===== config.mk =====
export PLATFORM = sky130hd
export DESIGN_NAME = multicycle_maindec_flat
export DESIGN_NICKNAME = d
export VERILOG_FILES = /design/src/rtl/multicycle_maindec_if.sv /design/src/rtl/multicycle_maindec.sv /design/src/flat_wrapper.sv
export SDC_FILE = /design/constraint.sdc
export NUM_CORES = 1
export LEC_CHECK = 0
export CAP_MARGIN = 40
export CORE_MARGIN = 2
export CORE_UTILIZATION = 50
export CTS_CLUSTER_DIAMETER = 80
export DETAILED_ROUTE_END_ITERATION = 6
export PLACE_DENSITY = 0.83
export RECOVER_POWER = 100
export SLEW_MARGIN = 20
export SYNTH_ARGS = -nofsm -noshare
export SYNTH_HDL_FRONTEND = slang
export SYNTH_SLANG_ARGS = --single-unit

===== constraint.sdc =====
create_clock -name clk -period 2.49 [get_ports clk]
set_input_delay 0.747 -clock clk [delete_from_list [all_inputs] [get_ports clk]]
set_output_delay 0.747 -clock clk [all_outputs]
set_load 0.05 [all_outputs]

===== src/rtl/multicycle_maindec_if.sv =====
// Control bus between the instruction register/memories and the multi-cycle main decoder.
// The slave modport is the decoder side; master is the datapath/memory side.
interface multicycle_maindec_if #(
    parameter int unsigned OP_W = 11,
    parameter int unsigned ES_W = 4
);
    logic [OP_W-1:0] Op;
    logic            imem_ready;
    logic            mem_ready;
    logic            irq;

    logic            Reg2Loc;
    logic [1:0]      ALUSrc;
    logic            MemtoReg;
    logic            RegWrite;
    logic            MemRead;
    logic            MemWrite;
    logic            Branch;
    logic [1:0]      ALUOp;
    logic            ERet;
    logic            PCWrite;
    logic            IRWrite;
    logic            Exc;
    logic [ES_W-1:0] EStatus;

    modport master (
        output Op, imem_ready, mem_ready, irq,
        input  Reg2Loc, ALUSrc, MemtoReg, RegWrite, MemRead, MemWrite, Branch, ALUOp,
               ERet, PCWrite, IRWrite, Exc, EStatus
    );

    modport slave (
        input  Op, imem_ready, mem_ready, irq,
        output Reg2Loc, ALUSrc, MemtoReg, RegWrite, MemRead, MemWrite, Branch, ALUOp,
               ERet, PCWrite, IRWrite, Exc, EStatus
    );
endinterface


===== src/rtl/multicycle_maindec.sv =====
// LEGv8 multi-cycle control FSM: FETCH/DECODE/EXEC/MEM/WB with memory handshakes,
// data-memory timeout, maskable interrupt and exception/ERET handling.
module multicycle_maindec #(
    parameter int unsigned OP_W        = 11,
    parameter int unsigned ES_W        = 4,
    parameter int unsigned MEM_TIMEOUT = 16,
    parameter int unsigned IRQ_EN      = 1
) (
    input logic                clk,
    input logic                reset,
    multicycle_maindec_if.slave bus
);
    localparam int unsigned CntW = (MEM_TIMEOUT > 1) ? $clog2(MEM_TIMEOUT) : 1;

    typedef enum logic [2:0] {StFetch, StDecode, StExec, StMem, StWb, StExc} state_e;
    typedef enum logic [2:0] {ClsLdur, ClsStur, ClsCbz, ClsRtype, ClsEret, ClsMrs} cls_e;

    state_e            state_q, state_d;
    cls_e              cls_q, cls_d, dec_cls;
    logic              dec_valid;
    logic [ES_W-1:0]   estatus_q, estatus_d;
    logic              mask_q, mask_d;
    logic [CntW-1:0]   cnt_q, cnt_d;
    logic [3:0]        cause_q, cause_d;
    logic [10:0]       opc;

    logic              reg2loc, memtoreg, regwrite, memread, memwrite, branch;
    logic              eret, pcwrite, irwrite, exc, commit, timeout_hit;
    logic [1:0]        alusrc, aluop;

    assign opc         = bus.Op[OP_W-1 -: 11];
    assign timeout_hit = (MEM_TIMEOUT != 0) && (cnt_q == CntW'(MEM_TIMEOUT - 1));

    always_comb begin
        dec_valid = 1'b1;
        dec_cls   = ClsRtype;
        casez (opc)
            11'b11111000010: dec_cls = ClsLdur;
            11'b11111000000: dec_cls = ClsStur;
            11'b10110100???: dec_cls = ClsCbz;
            11'b10001011000,
            11'b11001011000,
            11'b10001010000,
            11'b10101010000: dec_cls = ClsRtype;
            11'b11010110100: dec_cls = ClsEret;
            11'b11010101001: dec_cls = ClsMrs;
            default:         dec_valid = 1'b0;
        endcase
    end

    always_comb begin
        state_d   = state_q;
        cls_d     = cls_q;
        estatus_d = estatus_q;
        mask_d    = mask_q;
        cnt_d     = '0;
        cause_d   = cause_q;
        commit    = 1'b0;
        reg2loc   = 1'b0;
        alusrc    = 2'b00;
        memtoreg  = 1'b0;
        regwrite  = 1'b0;
        memread   = 1'b0;
        memwrite  = 1'b0;
        branch    = 1'b0;
        aluop     = 2'b00;
        eret      = 1'b0;
        pcwrite   = 1'b0;
        irwrite   = 1'b0;
        exc       = 1'b0;

        case (state_q)
            StFetch: begin
                irwrite = bus.imem_ready;
                pcwrite = bus.imem_ready;
                if (bus.imem_ready) state_d = StDecode;
            end
            StDecode: begin
                cls_d = dec_cls;
                if (dec_valid) begin
                    state_d = StExec;
                end else begin
                    state_d = StExc;
                    cause_d = 4'b0010;
                end
            end
            StExec: begin
                case (cls_q)
                    ClsLdur: begin
                        alusrc  = 2'b01;
                        state_d = StMem;
                    end
                    ClsStur: begin
                        reg2loc = 1'b1;
                        alusrc  = 2'b01;
                        state_d = StMem;
                    end
                    ClsCbz: begin
                        reg2loc = 1'b1;
                        aluop   = 2'b01;
                        branch  = 1'b1;
                        commit  = 1'b1;
                    end
                    ClsMrs: begin
                        alusrc  = 2'b10;
                        aluop   = 2'b01;
                        state_d = StWb;
                    end
                    ClsEret: begin
                        eret      = 1'b1;
                        pcwrite   = 1'b1;
                        estatus_d = '0;
                        mask_d    = 1'b0;
                        commit    = 1'b1;
                    end
                    default: begin
                        aluop   = 2'b10;
                        state_d = StWb;
                    end
                endcase
            end
            StMem: begin
                alusrc = 2'b01;
                if (cls_q == ClsStur) begin
                    reg2loc  = 1'b1;
                    memwrite = 1'b1;
                end else begin
                    memread  = 1'b1;
                end
                // mem_ready outranks a timeout landing in the same cycle
                if (bus.mem_ready) begin
                    if (cls_q == ClsStur) commit = 1'b1;
                    else                  state_d = StWb;
                end else if (timeout_hit) begin
                    state_d = StExc;
                    cause_d = 4'b0011;
                end else begin
                    cnt_d = cnt_q + 1'b1;
                end
            end
            StWb: begin
                regwrite = 1'b1;
                commit   = 1'b1;
                case (cls_q)
                    ClsLdur: begin
                        memtoreg = 1'b1;
                        alusrc   = 2'b01;
                    end
                    ClsMrs: begin
                        alusrc = 2'b10;
                        aluop  = 2'b01;
                    end
                    default: aluop = 2'b10;
                endcase
            end
            StExc: begin
                exc       = 1'b1;
                pcwrite   = 1'b1;
                estatus_d = ES_W'(cause_q);
                mask_d    = 1'b1;
                state_d   = StFetch;
            end
            default: state_d = StFetch;
        endcase

        // mask_d already reflects an ERET clear, so a pending irq is taken at ERET commit
        if (commit) begin
            if ((IRQ_EN != 0) && bus.irq && !mask_d) begin
                state_d = StExc;
                cause_d = 4'b0001;
            end else begin
                state_d = StFetch;
            end
        end
    end

    always_ff @(posedge clk or negedge reset) begin
        if (!reset) begin
            state_q   <= StFetch;
            cls_q     <= ClsLdur;
            estatus_q <= '0;
            mask_q    <= 1'b0;
            cnt_q     <= '0;
            cause_q   <= 4'b0000;
        end else begin
            state_q   <= state_d;
            cls_q     <= cls_d;
            estatus_q <= estatus_d;
            mask_q    <= mask_d;
            cnt_q     <= cnt_d;
            cause_q   <= cause_d;
        end
    end

    // Outputs are forced low for the whole time reset is held, not just at the next edge
    assign bus.Reg2Loc  = reset & reg2loc;
    assign bus.ALUSrc   = reset ? alusrc : 2'b00;
    assign bus.MemtoReg = reset & memtoreg;
    assign bus.RegWrite = reset & regwrite;
    assign bus.MemRead  = reset & memread;
    assign bus.MemWrite = reset & memwrite;
    assign bus.Branch   = reset & branch;
    assign bus.ALUOp    = reset ? aluop : 2'b00;
    assign bus.ERet     = reset & eret;
    assign bus.PCWrite  = reset & pcwrite;
    assign bus.IRWrite  = reset & irwrite;
    assign bus.Exc      = reset & exc;
    assign bus.EStatus  = estatus_q;
endmodule

===== src/flat_wrapper.sv =====
// flat-port wrapper written by rule: the top's interface ports become plain ports
module multicycle_maindec_flat 
#(
    parameter int unsigned OP_W        = 11,
    parameter int unsigned ES_W        = 4,
    parameter int unsigned MEM_TIMEOUT = 16,
    parameter int unsigned IRQ_EN      = 1
)
  (clk, reset, bus_Op, bus_imem_ready, bus_mem_ready, bus_irq, bus_Reg2Loc, bus_ALUSrc, bus_MemtoReg, bus_RegWrite, bus_MemRead, bus_MemWrite, bus_Branch, bus_ALUOp, bus_ERet, bus_PCWrite, bus_IRWrite, bus_Exc, bus_EStatus);
  multicycle_maindec_if #(.OP_W(OP_W), .ES_W(ES_W)) bus_i ();
  input logic clk;
  input logic reset;
  input wire logic [$bits(bus_i.Op)-1:0] bus_Op;
  input wire logic [$bits(bus_i.imem_ready)-1:0] bus_imem_ready;
  input wire logic [$bits(bus_i.mem_ready)-1:0] bus_mem_ready;
  input wire logic [$bits(bus_i.irq)-1:0] bus_irq;
  output wire logic [$bits(bus_i.Reg2Loc)-1:0] bus_Reg2Loc;
  output wire logic [$bits(bus_i.ALUSrc)-1:0] bus_ALUSrc;
  output wire logic [$bits(bus_i.MemtoReg)-1:0] bus_MemtoReg;
  output wire logic [$bits(bus_i.RegWrite)-1:0] bus_RegWrite;
  output wire logic [$bits(bus_i.MemRead)-1:0] bus_MemRead;
  output wire logic [$bits(bus_i.MemWrite)-1:0] bus_MemWrite;
  output wire logic [$bits(bus_i.Branch)-1:0] bus_Branch;
  output wire logic [$bits(bus_i.ALUOp)-1:0] bus_ALUOp;
  output wire logic [$bits(bus_i.ERet)-1:0] bus_ERet;
  output wire logic [$bits(bus_i.PCWrite)-1:0] bus_PCWrite;
  output wire logic [$bits(bus_i.IRWrite)-1:0] bus_IRWrite;
  output wire logic [$bits(bus_i.Exc)-1:0] bus_Exc;
  output wire logic [$bits(bus_i.EStatus)-1:0] bus_EStatus;
  assign bus_i.Op = bus_Op;
  assign bus_i.imem_ready = bus_imem_ready;
  assign bus_i.mem_ready = bus_mem_ready;
  assign bus_i.irq = bus_irq;
  assign bus_Reg2Loc = bus_i.Reg2Loc;
  assign bus_ALUSrc = bus_i.ALUSrc;
  assign bus_MemtoReg = bus_i.MemtoReg;
  assign bus_RegWrite = bus_i.RegWrite;
  assign bus_MemRead = bus_i.MemRead;
  assign bus_MemWrite = bus_i.MemWrite;
  assign bus_Branch = bus_i.Branch;
  assign bus_ALUOp = bus_i.ALUOp;
  assign bus_ERet = bus_i.ERet;
  assign bus_PCWrite = bus_i.PCWrite;
  assign bus_IRWrite = bus_i.IRWrite;
  assign bus_Exc = bus_i.Exc;
  assign bus_EStatus = bus_i.EStatus;
  multicycle_maindec #(.OP_W(OP_W), .ES_W(ES_W), .MEM_TIMEOUT(MEM_TIMEOUT), .IRQ_EN(IRQ_EN)) u_core (.clk(clk), .reset(reset), .bus(bus_i));
endmodule

# == Word level (Yosys, flattened, before mapping) ==
# Index checks and enable logic that the tools add are counted.
# W data, S select, Z words.
# totals
register_bits,19
output_inout_bits,18
elab_cells,106
# classes
addsub,1
n_eq_ne,25
muxes,51
n_bitwise,10
reduce_logical,13
# op_table
op,n
$eq A11 B11 Y1 const B,8
$mux W4,9
$pmux W3 S5,2
$mux W3,7
$pmux W2 S2,5
$mux W1,18
$pmux W4 S2,2
$eq A3 B3 Y1 const B,4
$and A1 B1 Y1,10
$eq A3 B2 Y1 const B,3
$reduce_or A9 Y1,1
$eq A8 B8 Y1 const B,1
$reduce_or A2 Y1,4
$eq A3 B1 Y1 const B,2
$logic_not A3 Y1,2
$ne A3 B2 Y1 const B,2
$pmux W1 S3,2
$pmux W2 S3,1
$pmux W3 S2,1
$reduce_and A5 Y1,1
$add A4 B1 Y4 const B,1
$eq A4 B4 Y1 const B,1
$mux W2,2
$ne A2 B1 Y1 const B,2
8 further kinds,9

# == Longest topological paths before layout ==
# depth
word_depth,7
ltp_mapped,6
depth_no_buf,5

# == Worst setup path after synthesis ==
# OpenSTA, ideal clock, no wires.
# synth_timing
path_kind,in2out
start,input port reset
end,output port bus_ALUOp[1]
arrival_ns,2.147
required_time_ns,1.743
path_slack_ns,-0.404
cell_stages,4
path_buffers,0
path_cell_list,inv_1 > nor2_1 > o21ai_0 > a211oi_1
# synth_between
elab_chain_cells,1
# synth_lines
element,line,rtl
"start, declared",flat_wrapper.sv:12,input logic reset;
$mux W2,multicycle_maindec.sv:203,assign bus.ALUOp = reset ? aluop : 2'b00;
"end, declared",flat_wrapper.sv:24,output wire logic [$bits(bus_i.ALUOp)-1:0] bus_ALUOp;
# No other way between the ends.

# == Worst setup path after layout ==
# layout_timing
start,register u_core.state_q[2]
end,output port bus_ALUOp[1]
# layout_between
elab_chain_cells,3
word_cells_on_any_way,4
cone_classes,2 x eq/ne; 2 x mux
# layout_lines
element,line,rtl
"start, declared",multicycle_maindec.sv:18,"state_e state_q, state_d;"
"start signal, assigned",multicycle_maindec.sv:179,state_q <= StFetch;
"start signal, assigned",multicycle_maindec.sv:186,state_q <= state_d;
$eq A3 B3 Y1 / $eq A3 B2 Y1 (equally long branches),multicycle_maindec.sv:72,case (state_q)
$pmux W2 S2 *,multicycle_maindec.sv:72,
$mux W2 *,multicycle_maindec.sv:203,
# Mark *: on every way between the ends. The rest lies on a longest branch, timed or not.

==> run_results.csv <==
group,metric,value,unit
floorplanning,die-width,52.7,um
floorplanning,die_area,2780,sq um
logic_synthesis,synth_nets,154,
cts,cts_buffer_depth,2,
floorplanning,die_h,52.7,um
worst_setup_path,crit_top_cell,"nor2b_4",
pwr,power_density,696,nW/um^2
worst_setup_path,slowest_delay,0.43,ns
timing,rsz0062_at_grt,"true",
floorplanning,std_cell_rows,17,
floorplanning,start_util,0.532,
drt,wl_per_cell,18.3,um
logic_synthesis,synth_top_area_cell,"dfrtp_1",
pwr,p_seq_frac,0.294,
final_layout,nFillCells,113,
cts,clock_latency,0.31,ns
worst_setup_path,crit_buf_inv,1,
cts,cts_sinks,19,
logic_synthesis,synth-seq-cells,19,
worst_setup_path,worstSetupEndpointType,"output pin",
timing,layout_setup_ws,-0.0147,ns
global_route,grt_util_all_layers,0.298,
timing,hold_viol,0,
drt,vias_per_cell,6.15,
floorplanning,core-area,2230,sq um
placed_design,dp.cells,205,
min_path,hold_class,"input pin to asynchronous set/reset pin",
final_layout,stdcell_count,222,
global_route,grt_antenna_before_repair,0,
timing,worst_pin_slew,0.941,ns
final_layout,layout_commonest_cell,"buf_4",
final_layout,nets,212,
pwr,pwr-share-comb,0.581,
worst_setup_path,crit_fanout,6,
cts,cts_tree,"built",
logic_synthesis,synth_area,1190,sq um
timing,finalSetupViolCount,1,
final_layout,layout_common_cells,"24 x buf_4, 18 x clkdlybuf4s50_1, 16 x nor2_1, 14 x buf_12, 14 x dfrtp_1",
pwr,p_int,0.777,mW
cts,htreeDepth,1,
status,violations,"negative setup slack",
logic_synthesis,synthDistinctLibCells,44,
status,status,"complete, but fails checks",
logic_synthesis,synth_top_area_share,0.400,
logic_synthesis,netlist_instances,137,
timing,fin_skew,0.00682,ns
worst_setup_path,path_class,"register to output pin",
worst_setup_path,slowest_stage,"dfrtp_1",
global_route,overflow,0,
timing,worst_hold_slack,0.456,ns
drt,num_vias,1366,
final_layout,drive_gt1_frac,0.356,
cts,cts-root-buf,"clkbuf_4",
timing,report.final.slew_viol_count,0,
logic_synthesis,synth.avg_cell_area,8.67,sq um
worst_setup_path,path_cells,"nor2b_4, nor2b_4, a21oi_1, a211oi_4, buf_12",
final_layout,multi_input_area,754,sq um
pwr,vdd_ir_drop_max,0.000568,V
logic_synthesis,ys_seq_area_frac,0.400,
placed_design,gp_congestion,0.830,
pwr,p_sw,0.591,mW
final_layout,seqCellArea,482,sq um
timing,fin_crit_sh,1.01,
worst_setup_path,cpLargestDelayFamily,"simple AND/OR/NAND/NOR gates",
worst_setup_path,cp-start-kind,"register",
drt,dr.pass1.iters,4,
floorplanning,ios,34,
final_layout,antenna_cells,0,
logic_synthesis,yosysWarnings,0,
placed_design,port_buffers,33,
logic_synthesis,yosys-top-cells-area,"dfrtp_1 40%, nor2_1 6.3%, o21ai_0 3.8%",
worst_setup_path,critPathArrivalTime,1.76,ns
flow_run,cap_violations,0,
pwr,switching_share,0.432,
placed_design,dp_slack,-0.300,ns
cts,cts_buffers,3,
final_layout,area_delta_synth_final,65.6,%
placed_design,hpwl,2670,um
drt,routed_wl,4070,um
cts,hold_buffers,0,
drt,drtIter0Drc,68,
worst_setup_path,crit_cells,5,
pwr,power.leakage,0.815,nW
worst_setup_path,cp.required,1.74,ns
global_route,grt_pass1_wl,5980,um
timing,slew_headroom,0.373,
global_route,grt_pass1_vias,1305,
worst_setup_path,rrSetupSlack,0.46,ns
drt,drcViolationCount,0,
worst_setup_path,worst_r2r_path_depth,6,
timing,clock.fmax,399,MHz
timing,finalCriticalPeriod,2.50,ns
pwr,p_clk_frac,0.125,
global_route,grt_max_degree,18,
drt,drtAntennaViolNets,0,
cts,path_clk_slew,0.12,ns
## path summary, 6_finish.rpt
check / startpoint / endpoint
max reg2reg: u_core.cls_q[2] / u_core.cause_q[2]
max: u_core.state_q[2] / bus_ALUOp[1]
min: reset / u_core.mask_q
max in group asynchronous: reset / u_core.state_q[0]
min in group clk: u_core.cnt_q[0] / u_core.cnt_q[0]
min reg2reg: u_core.cnt_q[0] / u_core.cnt_q[0]
## power by group through the flow
stage	clock network [mW]	registers [mW]	logic (mW)
6_report	0.171	0.403	0.795
5_1_grt	0.191	0.403	0.836
4_1_cts	0.169	0.421	0.617
3_5_place_dp	0	0.417	0.569
3_3_place_gp	0	0.413	0.549
2_1_floorplan	0	0.401	0.366
## what timing repair did
item / CTS / global route
buffers inserted: 4 / 9
resized for setup: 15 / 10
pin swaps: 3 / 2
setup endpoints to repair: 14 / 7
endpoints found under the hold margin: 0 / 0
## worst register-to-register path, delay by kind of cell (launching register included)
| family | cells | cell delay [ns] |
|---|---|---|
| AO/OA/AOI/OAI | 2 | 0.51 |
| flip-flops | 1 | 0.48 |
| buffers and inverters | 1 | 0.18 |
| XOR/XNOR | 1 | 0.16 |
| AND/OR/NAND/NOR | 2 | 0.56 |
## through the flow
| step | util | setup TNS, ns | cell area (sq um) | power [mW] |
|---|---|---|---|---|
| floorplan | - | 0 | 1210 | 0.768 |
| global placement | 0.796 | -1.93 | 1780 | 0.962 |
| detailed placement | 0.796 | -2.35 | 1780 | 0.985 |
| CTS | 0.836 | -0.000554 | 1870 | 1.21 |
| global route | 0.881 | -0.281 | 1970 | 1.43 |
| finish | 0.881 | -0.0147 | 1970 | 1.37 |
## logic make-up after synthesis
family | share of synthesized area
compound gates | 0.176
buf+inv | 0.0316
mux | 0.0274
xor+xnor | 0.0221
simple gates | 0.332
flops | 0.400
fa+ha+maj | 0.0105
## cells in the mapped netlist, drive strengths merged
| master | count |
|---|---|
| a211o | 1 |
| a211oi | 1 |
| a21o | 1 |
| a21oi | 8 |
| a22o | 4 |
| a311o | 1 |
| a31oi | 1 |
| a32o | 1 |
| and2 | 2 |
| and2b | 1 |
| and3 | 3 |
| and3b | 1 |
| and4b | 1 |
| buf | 5 |
| dfrtp | 19 |
| ha | 1 |
| inv | 3 |
| mux2 | 2 |
| mux2i | 1 |
| nand2 | 11 |
| nand2b | 2 |
| nand3 | 8 |
| nand3b | 1 |
| nand4 | 1 |
| nand4b | 1 |
| nor2 | 20 |
| nor2b | 6 |
| nor3 | 5 |
| nor3b | 2 |
| nor4b | 3 |
| nor4bb | 2 |
| o211ai | 1 |
| o21ai | 9 |
| o21bai | 1 |
| o22ai | 1 |
| o31a | 2 |
| or3b | 1 |
| xnor2 | 1 |
| xor2 | 2 |
## layout make-up
| class | instances | area share |
|---|---|---|
| tap | 28 | 0.0178 |
| inverter | 3 | 0.00573 |
| multi-input combinational | 110 | 0.384 |
| sequential | 19 | 0.245 |
| clock buffer | 3 | 0.0115 |
| clock inverter | 1 | 0.00382 |
| timing repair buffer | 58 | 0.333 |
## layer usage
metal	GRT usage	vias up	routed length (um)	share of wire
met1	0.339	668	1570	0.39
met5	0	-	0	0
met3	0.0600	13	230	0.056
met4	0.0684	0	59	0.014
met2	0.563	72	2210	0.54
li1	-	613	-	-
## state kept, by name, indices dropped and copies added, names as in the netlist
register,cells
u_core.bus.EStatus,4
u_core.cause_q,4
u_core.cnt_q,4
u_core.cls_q,3
u_core.state_q,3
u_core.mask_q,1
Note: power is estimated with default switching activity, not from simulation.
==> patch: new RTL, config.mk and constraints unchanged <==
The 6 values of `cls_e` get a one-hot encoding in 6 bits.
--- a/src/rtl/multicycle_maindec.sv
+++ b/src/rtl/multicycle_maindec.sv
@@ -13,7 +13,7 @@
     localparam int unsigned CntW = (MEM_TIMEOUT > 1) ? $clog2(MEM_TIMEOUT) : 1;
 
     typedef enum logic [2:0] {StFetch, StDecode, StExec, StMem, StWb, StExc} state_e;
-    typedef enum logic [2:0] {ClsLdur, ClsStur, ClsCbz, ClsRtype, ClsEret, ClsMrs} cls_e;
+    typedef enum logic [5:0] {ClsLdur = 6'b000001, ClsStur = 6'b000010, ClsCbz = 6'b000100, ClsRtype = 6'b001000, ClsEret = 6'b010000, ClsMrs = 6'b100000} cls_e;
 
     state_e            state_q, state_d;
     cls_e              cls_q, cls_d, dec_cls;
Behaviour: same outputs for any inputs over 10 cycles, from zero or initial values and one cycle with reset low; not proved beyond that.
==> patch against the original RTL <==
The flow still finishes with violations (setup timing); first-iteration DRC count grew 16%; critical path depth grew 2; area after synthesis grew 23%; cell count grew 14%; sequential cell count grew 3; fmax shrank 4.0%; register-to-register slack gained 160 ps; die area grew 22%; total power grew 2.5%; design area grew 17%; non-clock buffer count grew 3; worst setup slack lost 100 ps; routed wire length grew 12%; critical endpoint is now bus_ALUOp[0]; largest power group unchanged.
==> patch: results (changes against the original RTL) <==
[clock_tree]
cts_tree = done
clk_latency_ps = 310  ; about the same

[synthesis]
synth-compound-area-share_pct = 13.8  ; -3.8 points
synth_xor_area_share_pct = 1.79  ; -0.42 points
synthAdderAreaFrac_pct = 0.853  ; -0.20 points
yosys-top-cells-count = 22 x nand2_1, 21 x dfrtp_1, 17 x nor2_1
syn-num-nets = 178  ; +16%
yosysUniqueCellTypes = 56  ; +27%
muxShareOfSynthArea_pct = 0.768  ; -2.0 points
ys_seq_area_share_pct = 37.6  ; -2.4 points
synthTopCellsByArea = dfrtp_1 36%, nand2_1 5.6%, o21ai_0 4.4%
ys_warn_count = 0  ; unchanged

[placement]
place_congestion = 0.859  ; +3.6%
dp_hpwl_mm = 2.93  ; +10%

[grt]
grt_max_degree = 14  ; -4
antenna_found_initial = 0  ; unchanged
globalRouteMet2Util_pct = 47.6  ; -8.7 points
met3_usage_pct = 4.24  ; -1.8 points
grt_pass1_wl_mm = 6.77  ; +13%

[pwr]
p_switching_uw = 568  ; -4.0%
ir_drop_mv = 0.609  ; +7.3%

[cells_and_area]
fin_nets = 239  ; +13%
drive_above_1_share_pct = 38.9  ; +3.3 points
top_register = u_core.cls_q

[drt]
met2_length_mm = 2.39  ; +8.0%
drt-met1-wl_mm = 1.82  ; +15%
wire_per_inst_microns = 18.2  ; -0.90%
drtIter0Drc = 79  ; +16%
via_count = 1527  ; +12%

[timing]
final.setup.tns_ps = -628  ; -613 ps
setup_viol = 8  ; +7
setup_slack_ps = -119  ; -104 ps
fin_skew_ps = 18.6  ; +11.8 ps

[setup_path]
reg2reg_to = u_core.cause_q[3]$_DFF_PN0_
cp.arrival_ps = 1860  ; +100 ps
crit_fanout = 4  ; -2
ff2ff_path_depth = 7  ; +1
r2r_start = u_core.cls_q[5]$_DFFE_PN0P_
slowest_delay_ps = 460  ; +30 ps
worst_path_max_delay_cell = dfrtp_2
rrSetupSlack_ps = 620  ; +160 ps

[outcome]
outcome = complete, but fails checks
failed_checks = setup timing

[hold_path]
hold_path.class = flop to flop

patch: cells by family (layout without fill, tap and decap cells):
group,after synthesis,after routing
AND/OR/NAND/NOR,98,98
XOR/XNOR,3,3
flip-flops,22,22
AO/OA/AOI/OAI,29,29
multiplexers,1,1
adder cells (fa/ha/maj),1,1
buffers and inverters,7,67
patch: worst max-delay path by stage:
stage               cells after the start  slack (ps)       endpoint
floorplan                               3          50  bus_ALUSrc[1]
global route                            7        -310   bus_ALUOp[0]
global placement                        5        -200   bus_ALUOp[1]
detailed placement                      5        -240   bus_ALUOp[1]
CTS                                     6         -30    bus_PCWrite
finish                                  7        -120   bus_ALUOp[0]
patch: area by class of cell:
class | count | area (sq um)
sequential | 22 | 558
tap | 31 | 38.8
fill | 147 | 473
inverter | 2 | 7.51
clock inverter | 1 | 30.0
timing repair buffer | 61 | 678
multi-input combinational | 132 | 973
clock buffer | 3 | 22.5
patch: repair_timing:
item | 4_1_cts | 5_1_grt
setup buffers | 12 | 4
gates resized for setup | 22 | 10
cloned | 0 | 0
endpoints found under the setup margin | 14 | 11
pin swaps | 12 | 7
hold buffers | 0 | 0
patch: per-stage QoR:
step	hold slack, ps	total power [mW]	instances	area (sq um)	setup WS [ps]
finish	480	1.40	252	2310	-119
detailed placement	464	1.05	232	2050	-242
global route	500	1.47	252	2310	-313
global placement	442	1.02	232	2050	-205
CTS	479	1.35	248	2250	-32.1
floorplan	431	0.829	161	1490	51.2
patch: power groups by stage:
stage	registers, mW	logic [mW]	clock network, mW
after floorplan	0.464	0.365	0
after global placement	0.442	0.580	0
after detailed placement	0.446	0.600	0
after CTS	0.445	0.629	0.273
after global routing	0.466	0.710	0.297
final	0.466	0.663	0.274
